File: config.mk
export PLATFORM = sky130hd
export DESIGN_NAME = f1_race_timer
export DESIGN_NICKNAME = d
export VERILOG_FILES = /design/src/rtl/f1_race_timer.sv
export SDC_FILE = /design/constraint.sdc
export NUM_CORES = 1
export LEC_CHECK = 0
export CAP_MARGIN = 20
export CORE_ASPECT_RATIO = 0.6
export CORE_MARGIN = 4
export CORE_UTILIZATION = 54
export CTS_CLUSTER_SIZE = 20
export DETAILED_ROUTE_END_ITERATION = 12
export PLACE_DENSITY = 0.84
export SYNTH_ARGS = -nofsm -noshare
export SYNTH_HDL_FRONTEND = slang
export SYNTH_SLANG_ARGS = --single-unit
export TNS_END_PERCENT = 20
File: constraint.sdc
create_clock -name clk -period 2.8 [get_ports clk]
set_input_delay 0.28 -clock clk [delete_from_list [all_inputs] [get_ports clk]]
set_output_delay 0.28 -clock clk [all_outputs]
set_load 0.02 [all_outputs]
File: src/rtl/f1_race_timer.sv
// F1 start-light sequencer: lamps fill on prescaler ticks, hold for a pseudo-random
// number of ticks, go dark, then the driver's reaction time is counted in clock cycles.
module f1_race_timer #(
    parameter int unsigned NUM_LIGHTS = 8,
    parameter int unsigned N_WIDTH    = 6,
    parameter int unsigned LFSR_WIDTH = 7,
    parameter int unsigned RT_WIDTH   = 16
) (
    input  logic                  clk,
    input  logic                  rst,
    input  logic [N_WIDTH-1:0]    N,
    input  logic                  trigger,
    input  logic                  react,
    output logic [NUM_LIGHTS-1:0] data_out,
    output logic                  cmd_seq,
    output logic                  cmd_delay,
    output logic [RT_WIDTH-1:0]   rt_count,
    output logic                  rt_valid,
    output logic                  false_start
);

    // Feedback tap masks (bit i set means register bit i feeds the XOR).
    localparam logic [7:0] TapMask =
        (LFSR_WIDTH == 4) ? 8'h0C :
        (LFSR_WIDTH == 5) ? 8'h14 :
        (LFSR_WIDTH == 6) ? 8'h30 :
        (LFSR_WIDTH == 7) ? 8'h44 : 8'hB8;
    localparam logic [LFSR_WIDTH-1:0] Taps = TapMask[LFSR_WIDTH-1:0];

    typedef enum logic [2:0] {StIdle, StSeq, StHold, StGo, StDone} state_e;

    state_e                  state_q, state_d;
    logic                    trig_prev_q, react_prev_q;
    logic                    trig_edge, react_edge;
    logic [LFSR_WIDTH-1:0]   lfsr_q, lfsr_d;
    logic [N_WIDTH-1:0]      presc_q, presc_d;
    logic [LFSR_WIDTH-1:0]   hold_q, hold_d;
    logic [NUM_LIGHTS-1:0]   lamps_q, lamps_d;
    logic                    delay_q, delay_d;
    logic [RT_WIDTH-1:0]     rt_q, rt_d;
    logic                    valid_q, valid_d;
    logic                    fs_q, fs_d;
    logic                    tick;
    logic                    bar_full_next;
    logic                    hold_last;

    assign trig_edge     = trigger & ~trig_prev_q;
    assign react_edge    = react & ~react_prev_q;
    assign tick          = (presc_q == '0);
    // The next shift fills the bar when every lamp below the top one is already lit.
    assign bar_full_next = &lamps_q[NUM_LIGHTS-2:0];
    assign hold_last     = (hold_q == LFSR_WIDTH'(1));

    always_ff @(posedge clk) begin
        if (rst) begin
            state_q <= StIdle;
        end else begin
            state_q <= state_d;
        end
    end

    always_comb begin
        state_d = state_q;
        unique case (state_q)
            StIdle: begin
                if (trig_edge) state_d = StSeq;
            end
            StSeq: begin
                if (react_edge) begin
                    state_d = StIdle;
                end else if (tick && bar_full_next) begin
                    state_d = StHold;
                end
            end
            StHold: begin
                if (react_edge) begin
                    state_d = StIdle;
                end else if (tick && hold_last) begin
                    state_d = StGo;
                end
            end
            StGo: begin
                if (react_edge) state_d = StDone;
            end
            StDone: begin
                if (trig_edge) state_d = StSeq;
            end
            default: state_d = StIdle;
        endcase
    end

    always_comb begin
        lfsr_d  = {lfsr_q[LFSR_WIDTH-2:0], ^(lfsr_q & Taps)};
        presc_d = presc_q;
        hold_d  = hold_q;
        lamps_d = lamps_q;
        delay_d = 1'b0;
        rt_d    = rt_q;
        valid_d = valid_q;
        fs_d    = fs_q;
        unique case (state_q)
            StIdle, StDone: begin
                if (trig_edge) begin
                    presc_d = N;
                    lamps_d = '0;
                    rt_d    = '0;
                    valid_d = 1'b0;
                    fs_d    = 1'b0;
                end
            end
            StSeq: begin
                if (react_edge) begin
                    lamps_d = '0;
                    fs_d    = 1'b1;
                end else if (tick) begin
                    presc_d = N;
                    lamps_d = {lamps_q[NUM_LIGHTS-2:0], 1'b1};
                    if (bar_full_next) begin
                        hold_d  = lfsr_q;
                        delay_d = 1'b1;
                    end
                end else begin
                    presc_d = presc_q - N_WIDTH'(1);
                end
            end
            StHold: begin
                if (react_edge) begin
                    lamps_d = '0;
                    fs_d    = 1'b1;
                end else if (tick) begin
                    presc_d = N;
                    hold_d  = hold_q - LFSR_WIDTH'(1);
                    if (hold_last) begin
                        lamps_d = '0;
                        rt_d    = '0;
                    end
                end else begin
                    presc_d = presc_q - N_WIDTH'(1);
                end
            end
            StGo: begin
                // The edge that sees the press still counts, then the value freezes.
                if (rt_q != '1) rt_d = rt_q + RT_WIDTH'(1);
                if (react_edge) valid_d = 1'b1;
            end
            default: ;
        endcase
    end

    always_ff @(posedge clk) begin
        if (rst) begin
            trig_prev_q  <= 1'b0;
            react_prev_q <= 1'b0;
            lfsr_q       <= LFSR_WIDTH'(1);
            presc_q      <= '0;
            hold_q       <= '0;
            lamps_q      <= '0;
            delay_q      <= 1'b0;
            rt_q         <= '0;
            valid_q      <= 1'b0;
            fs_q         <= 1'b0;
        end else begin
            trig_prev_q  <= trigger;
            react_prev_q <= react;
            lfsr_q       <= lfsr_d;
            presc_q      <= presc_d;
            hold_q       <= hold_d;
            lamps_q      <= lamps_d;
            delay_q      <= delay_d;
            rt_q         <= rt_d;
            valid_q      <= valid_d;
            fs_q         <= fs_d;
        end
    end

    always_comb begin
        data_out    = lamps_q;
        cmd_seq     = (state_q == StSeq);
        cmd_delay   = delay_q;
        rt_count    = rt_q;
        rt_valid    = valid_q;
        false_start = fs_q;
    end

endmodule
### After elaboration in Yosys (flattened, before gate mapping)

Index checks and enable logic that the tools add are counted.
W data, S select, Z words.

* output and inout port bits: 28
* register bits after elaboration: 52

* multiplexer cells: 35
* reductions and logical operators: 21
* equal/unequal tests: 22
* add/sub/neg operators: 3
* bitwise gates (word level): 6

Operators with widths (number)
* $mux W16: 5
* $mux W8: 6
* $pmux W16 S3: 1
* $mux W7: 5
* $pmux W8 S3: 1
* $mux W3: 6
* $mux W6: 3
* $add A16 B1 Y16 const B: 1
* $ne A16 B16 Y1 const B: 1
* $ne A2 B2 Y1 const B: 7
* $pmux W7 S2: 1
* $pmux W3 S4: 1
* $pmux W6 S2: 1
* $reduce_and A6 Y1: 2
* $ne A3 B3 Y1 const B: 3
* $reduce_and A3 Y1: 3
* $ne A2 B1 Y1 const B: 4
* $eq A7 B1 Y1 const B: 1
* $reduce_and A7 Y1: 1
* $reduce_xor A7 Y1: 1
* $sub A7 B1 Y7 const B: 1
* $eq A3 B2 Y1 const B: 2
* $logic_not A6 Y1: 1
* $ne A3 B1 Y1 const B: 2
* other kinds (15): 27

### Longest topological paths before layout

* depth in word-level cells: 5
* mapped depth: 8
* mapped depth without buffers: 7

### Worst setup path after synthesis

Ideal clock, no wire load.

* kind: register -> register
* start point: register presc_q[0]
* end point: register rt_q[13], in the netlist rt_count[13]
* required time: 2.680 ns
* cell stages (with the launch flop): 8
* setup slack: 0.761 ns
* arrival: 1.919 ns
* clock period less this slack: 2.039 ns
* cells stage by stage: dfxtp_1 > inv_1 > ha_1 > nor2b_1 > nand2_1 > o31a_1 > o31a_1 > a211o_1

* word-level cells in the longest chain between the ends: 3

Ends and longest elaborated chain
* start, declared: RTL line 36 `logic [N_WIDTH-1:0] presc_q, presc_d;`
* start signal, assigned: RTL line 166 `presc_q <= presc_d;`
* $logic_not A6 Y1: RTL line 49 `assign tick = (presc_q == '0);`
* $ne A2 B2 Y1 (no source line)
* $reduce_and A6 Y1 (no source line)
* end signal, assigned: RTL line 170 `rt_q <= rt_d;`
* end, declared: RTL line 40 `logic [RT_WIDTH-1:0] rt_q, rt_d;`

Every way passes these cells.
A chain may end at the register's enable or synchronous reset.

### Worst setup path in the final report

Ends and elaborated chain as after synthesis.

==> results summary <==
The fraction of layout instances using a drive strength above 1 is 9.09%. The first routing iteration left ~200 violations. The worst setup path startpoint is presc_q[0]. The die extent in y came out at a little over 60 microns. The first-pass iteration count of the detailed router is 4.

During placement, the flow inserted port buffers numbering 37. The core box area came out at 4640 sq um. The initial antenna violation count came out at 0. The maximum count of clock buffers along a single path came out at 2. The repair_antennas step left the layout with diodes totalling 0. The final number of hold-violating endpoints came to 0. The number of nets handed over by synthesis was 316. STA classifies the critical path endpoint as a flop.

The power after layout is approximately 1.7 mW. The post-CTS setup buffer count is 0. The CTS clock-pin slew for the worst setup and hold paths is 90 ps. The detailed-placement wirelength estimate came out at about 4.6 mm. In this run the remaining antenna-violating nets after routing total 0.

The utilization after layout is 68.5%. The share of the clock period used by the worst path is 85.0%. The die covers 6060 sq um. The mean area per synthesized cell came out at just under 9 sq um. The filler cells instantiated in the layout total approximately 400. The number of nets in the layout is 355. The number of clock sinks is 52. The slowest stage of the critical path belongs to the cell sky130_fd_sc_hd__o31a_1. The detailed router put a total of 3.24 mm of wire on met1.

The number of hold-repair buffers added at the cts stage came out at 0. The synthesized netlist occupies a cell area of 2620 sq um. The wire length of the first global-routing pass is ~11 mm. Yosys mapped a number of flops with a built-in enable equal to 0.

The kind of launch point of the worst setup path is a flop. After layout, the minimum clock period comes to 2380 ps. The via count of the first global-routing pass came out at 2271.

The path type of the worst setup path is flop to flop. For this configuration, the core starts out at a cell density of 56.5%. The highest net fanout along the worst path came out at 7. The met2 routed wirelength came out at 2.62 mm. In this run, synthesis produced a sequential element count of 52. The count of cells resized by post-cts repair came out at 0. The number of top-level pins came out at 38. The sequential-to-total area share from yosys stat is 39.8%.

The worst ir drop on vdd is 0.328 mV. Walking the worst path, the cells encountered are inv_1, ha_1, nor2b_1, nand2_1, o31a_1, o31a_1, a211o_1. In this run, distinct cell masters in the synthesized netlist total 62.

The number of buffer and inverter instances along the worst setup path came out at 1. The standby leakage power came out at 1.20 nW. Global routing used about 22% of the available tracks.

The number of max-cap violations is 0. The Yosys step of the flow raised 0 warnings. The cell area power density came out at 531 nW/um^2. Based on the critical path, the design can be clocked at up to 420 MHz. The required arrival time at the worst endpoint is 3010 ps.

The TritonCTS clock tree is yes. The clock latency at the later pin of the worst-skew pair came out at approximately 310 ps. The flow ran to the end, and the final reports show no timing, DRC or antenna violations. The footprint of the multi-input gates came out at 1460 sq um.

The slew at the pin with the worst max-slew slack is about 670 ps. In this run the critical register-to-register path is launched from presc_q[0]. In this design, the critical path's most frequently occurring cell is sky130_fd_sc_hd__o31a_1. CTS placed an instance of sky130_fd_sc_hd__clkbuf_8 at the clock tree root. In the synthesized netlist the async set-or-reset flop fraction comes to 0%. The number of max-slew violations in the final report came out at 0. Entering global routing, the biggest net connects 25 pins. The number of endpoints failing setup at the final stage is 0. For this block, the routed nets add up to 6.37 mm of wire. The setup total negative slack is 0 ps.

The leftover overflow at the end of global routing came out at 0. The path class of the tightest hold or removal check is flop to flop. The gate count after technology mapping came out at about 300.

In this run the most critical hold path is launched from rt_valid. The site row count came out at 19. Buffers inserted during clock tree synthesis total 5. The wire length per cell is 15.8 microns.

The average vias per placed instance came out at 6.17. In the final layout, flip-flops and latches occupy 1040 sq um. The congestion estimate from routability-driven global placement came to 0.954. In this run the number of H-tree levels came out at 2.

The largest single stage delay on the critical path is 420 ps. The final route contains around 2500 vias. After detailed routing, the met3 layer carries 437 microns of wire. The final worst clock skew came out at 7.67 ps. Setup repair after global routing left no endpoint under its margin. Among all flip-flop cells after synthesis, the most frequent one is sky130_fd_sc_hd__dfxtp_1. The cell family contributing the most delay on the critical path is compound AO/OA/AOI/OAI gates. The highest metal layer used by the detailed router is met4.

The die span in x is 97.9 microns. After detailed routing, the number of remaining DRC violations is 0. For the worst setup path, the data arrival time is 2590 ps. The area growth from synthesis to final layout came out at 21.4%. The relative max-transition margin is 54.8%.
==> flip-flops by register name, summed over array words and instances (netlist names) <==
name / cells
cmd_delay: 1
trig_prev_q: 1
data_out: 8
false_start: 1
presc_q: 6
state_q: 3
react_prev_q: 1
lfsr_q: 7
hold_q: 7
rt_count: 16
rt_valid: 1
==> where the power goes <==
part / switching [mW] / internal (mW)
clock network: 0.246 / 0.315
registers: 0.0352 / 0.768
logic: 0.189 / 0.133
==> cell families (layout without fill, tap and decap cells) <==
kind of cell             Yosys count  count (layout)  share of synthesized area (%)
AND/OR/NAND/NOR                  119             119                           24.8
AO/OA/AOI/OAI                     94              94                           25.8
flip-flops                        52              52                           39.8
buffers and inverters             24              64                           4.64
adder cells (fa/ha/maj)            5               5                           2.39
XOR/XNOR                           4               4                           1.34
multiplexers                       3               3                           1.24
==> final cells by class <==
class	instances	share of cell area [%]
clock buffers	7	3.03
clock inverters	1	0.945
inverters	10	1.18
multi-input cells	225	45.8
flip-flops and latches	52	32.8
well taps	63	2.48
repair buffers	46	13.8
==> through the flow <==
stage	hold WS, ps	instances	instance area (sq um)	setup WS, ps
after floorplan	408	301	2620	761
after global placement	445	396	3050	528
after detailed placement	451	396	3050	497
after CTS	472	404	3180	478
after global routing	492	404	3180	255
final	470	404	3180	420
==> cell usage in the layout, fill, tap and decap left out, types with 2 or more instances in the layout <==
| master | n |
|---|---|
| sky130_fd_sc_hd__a22o_1 | 8 |
| sky130_fd_sc_hd__nor2_1 | 31 |
| sky130_fd_sc_hd__o211a_1 | 2 |
| sky130_fd_sc_hd__a21oi_1 | 20 |
| sky130_fd_sc_hd__or4_1 | 2 |
| sky130_fd_sc_hd__o21a_1 | 5 |
| sky130_fd_sc_hd__o31a_1 | 3 |
| sky130_fd_sc_hd__a211o_1 | 4 |
| sky130_fd_sc_hd__nand3_1 | 9 |
| sky130_fd_sc_hd__a21o_1 | 3 |
| sky130_fd_sc_hd__nor4_1 | 7 |
| sky130_fd_sc_hd__o22a_1 | 2 |
| sky130_fd_sc_hd__nor3b_1 | 3 |
| sky130_fd_sc_hd__ha_1 | 5 |
| sky130_fd_sc_hd__a2bb2oi_1 | 2 |
| sky130_fd_sc_hd__buf_4 | 9 |
| sky130_fd_sc_hd__a22oi_1 | 2 |
| sky130_fd_sc_hd__mux2_2 | 2 |
| sky130_fd_sc_hd__nand4_1 | 5 |
| sky130_fd_sc_hd__or2_0 | 3 |
| sky130_fd_sc_hd__a41o_1 | 3 |
| sky130_fd_sc_hd__a311oi_1 | 3 |
| sky130_fd_sc_hd__nand2b_1 | 2 |
| sky130_fd_sc_hd__and4_1 | 2 |
| sky130_fd_sc_hd__a211oi_1 | 6 |
| sky130_fd_sc_hd__clkbuf_8 | 7 |
| sky130_fd_sc_hd__inv_1 | 9 |
| sky130_fd_sc_hd__dfxtp_1 | 52 |
| sky130_fd_sc_hd__nor3_1 | 8 |
| sky130_fd_sc_hd__o31ai_1 | 2 |
| sky130_fd_sc_hd__or3b_2 | 2 |
| sky130_fd_sc_hd__xnor2_1 | 4 |
| sky130_fd_sc_hd__nand2_1 | 18 |
| sky130_fd_sc_hd__nor2b_1 | 12 |
| sky130_fd_sc_hd__a31oi_1 | 4 |
| sky130_fd_sc_hd__clkdlybuf4s50_1 | 37 |
| sky130_fd_sc_hd__o21ai_0 | 15 |
| sky130_fd_sc_hd__and3_1 | 4 |
==> routing by layer <==
layer	vias up	track usage, %
li1	1196	-
met1	1180	31.5
met4	0	8.09
met5	-	0
met3	10	4.12
met2	108	32.6
==> worst paths after layout <==
check | to | slack, ps | cells past startpoint
setup / recovery | rt_count[13] | 420 | 7
hold reg to reg | rt_valid | 470 | 2
setup reg to reg | rt_count[13] | 420 | 7
hold / removal | rt_valid | 470 | 2
==> synth_stat cells, types with 3 or more instances <==
cell type	number	area [sq um]
sky130_fd_sc_hd__nor4_1	7	43.8
sky130_fd_sc_hd__ha_1	5	62.6
sky130_fd_sc_hd__a311oi_1	3	26.3
sky130_fd_sc_hd__nor2_1	31	116
sky130_fd_sc_hd__o21ai_0	15	75.1
sky130_fd_sc_hd__buf_6	4	45.0
sky130_fd_sc_hd__nor3_1	8	40.0
sky130_fd_sc_hd__a211oi_1	6	45.0
sky130_fd_sc_hd__xnor2_1	4	35.0
sky130_fd_sc_hd__a41o_1	3	30.0
sky130_fd_sc_hd__inv_1	9	33.8
sky130_fd_sc_hd__nor2b_1	12	75.1
sky130_fd_sc_hd__clkbuf_1	7	26.3
sky130_fd_sc_hd__a22o_1	8	70.1
sky130_fd_sc_hd__a21o_1	3	22.5
sky130_fd_sc_hd__a211o_1	4	35.0
sky130_fd_sc_hd__a21oi_1	20	100
sky130_fd_sc_hd__and3_1	4	25.0
sky130_fd_sc_hd__nor3b_1	3	22.5
sky130_fd_sc_hd__nand4_1	5	31.3
sky130_fd_sc_hd__dfxtp_1	52	1040
sky130_fd_sc_hd__o31a_1	3	26.3
sky130_fd_sc_hd__nand3_1	9	45.0
sky130_fd_sc_hd__a31oi_1	4	25.0
sky130_fd_sc_hd__o21a_1	5	37.5
sky130_fd_sc_hd__nand2_1	18	67.6
sky130_fd_sc_hd__or2_0	3	18.8
==> worst reg2reg max path: stages, from the launching register on <==
cell	delay [ps]
sky130_fd_sc_hd__dfxtp_1	360
sky130_fd_sc_hd__inv_1	90
sky130_fd_sc_hd__ha_1	150
sky130_fd_sc_hd__nor2b_1	300
sky130_fd_sc_hd__nand2_1	220
sky130_fd_sc_hd__o31a_1	420
sky130_fd_sc_hd__o31a_1	420
sky130_fd_sc_hd__a211o_1	320
Note: power is estimated with default switching activity, not from simulation.
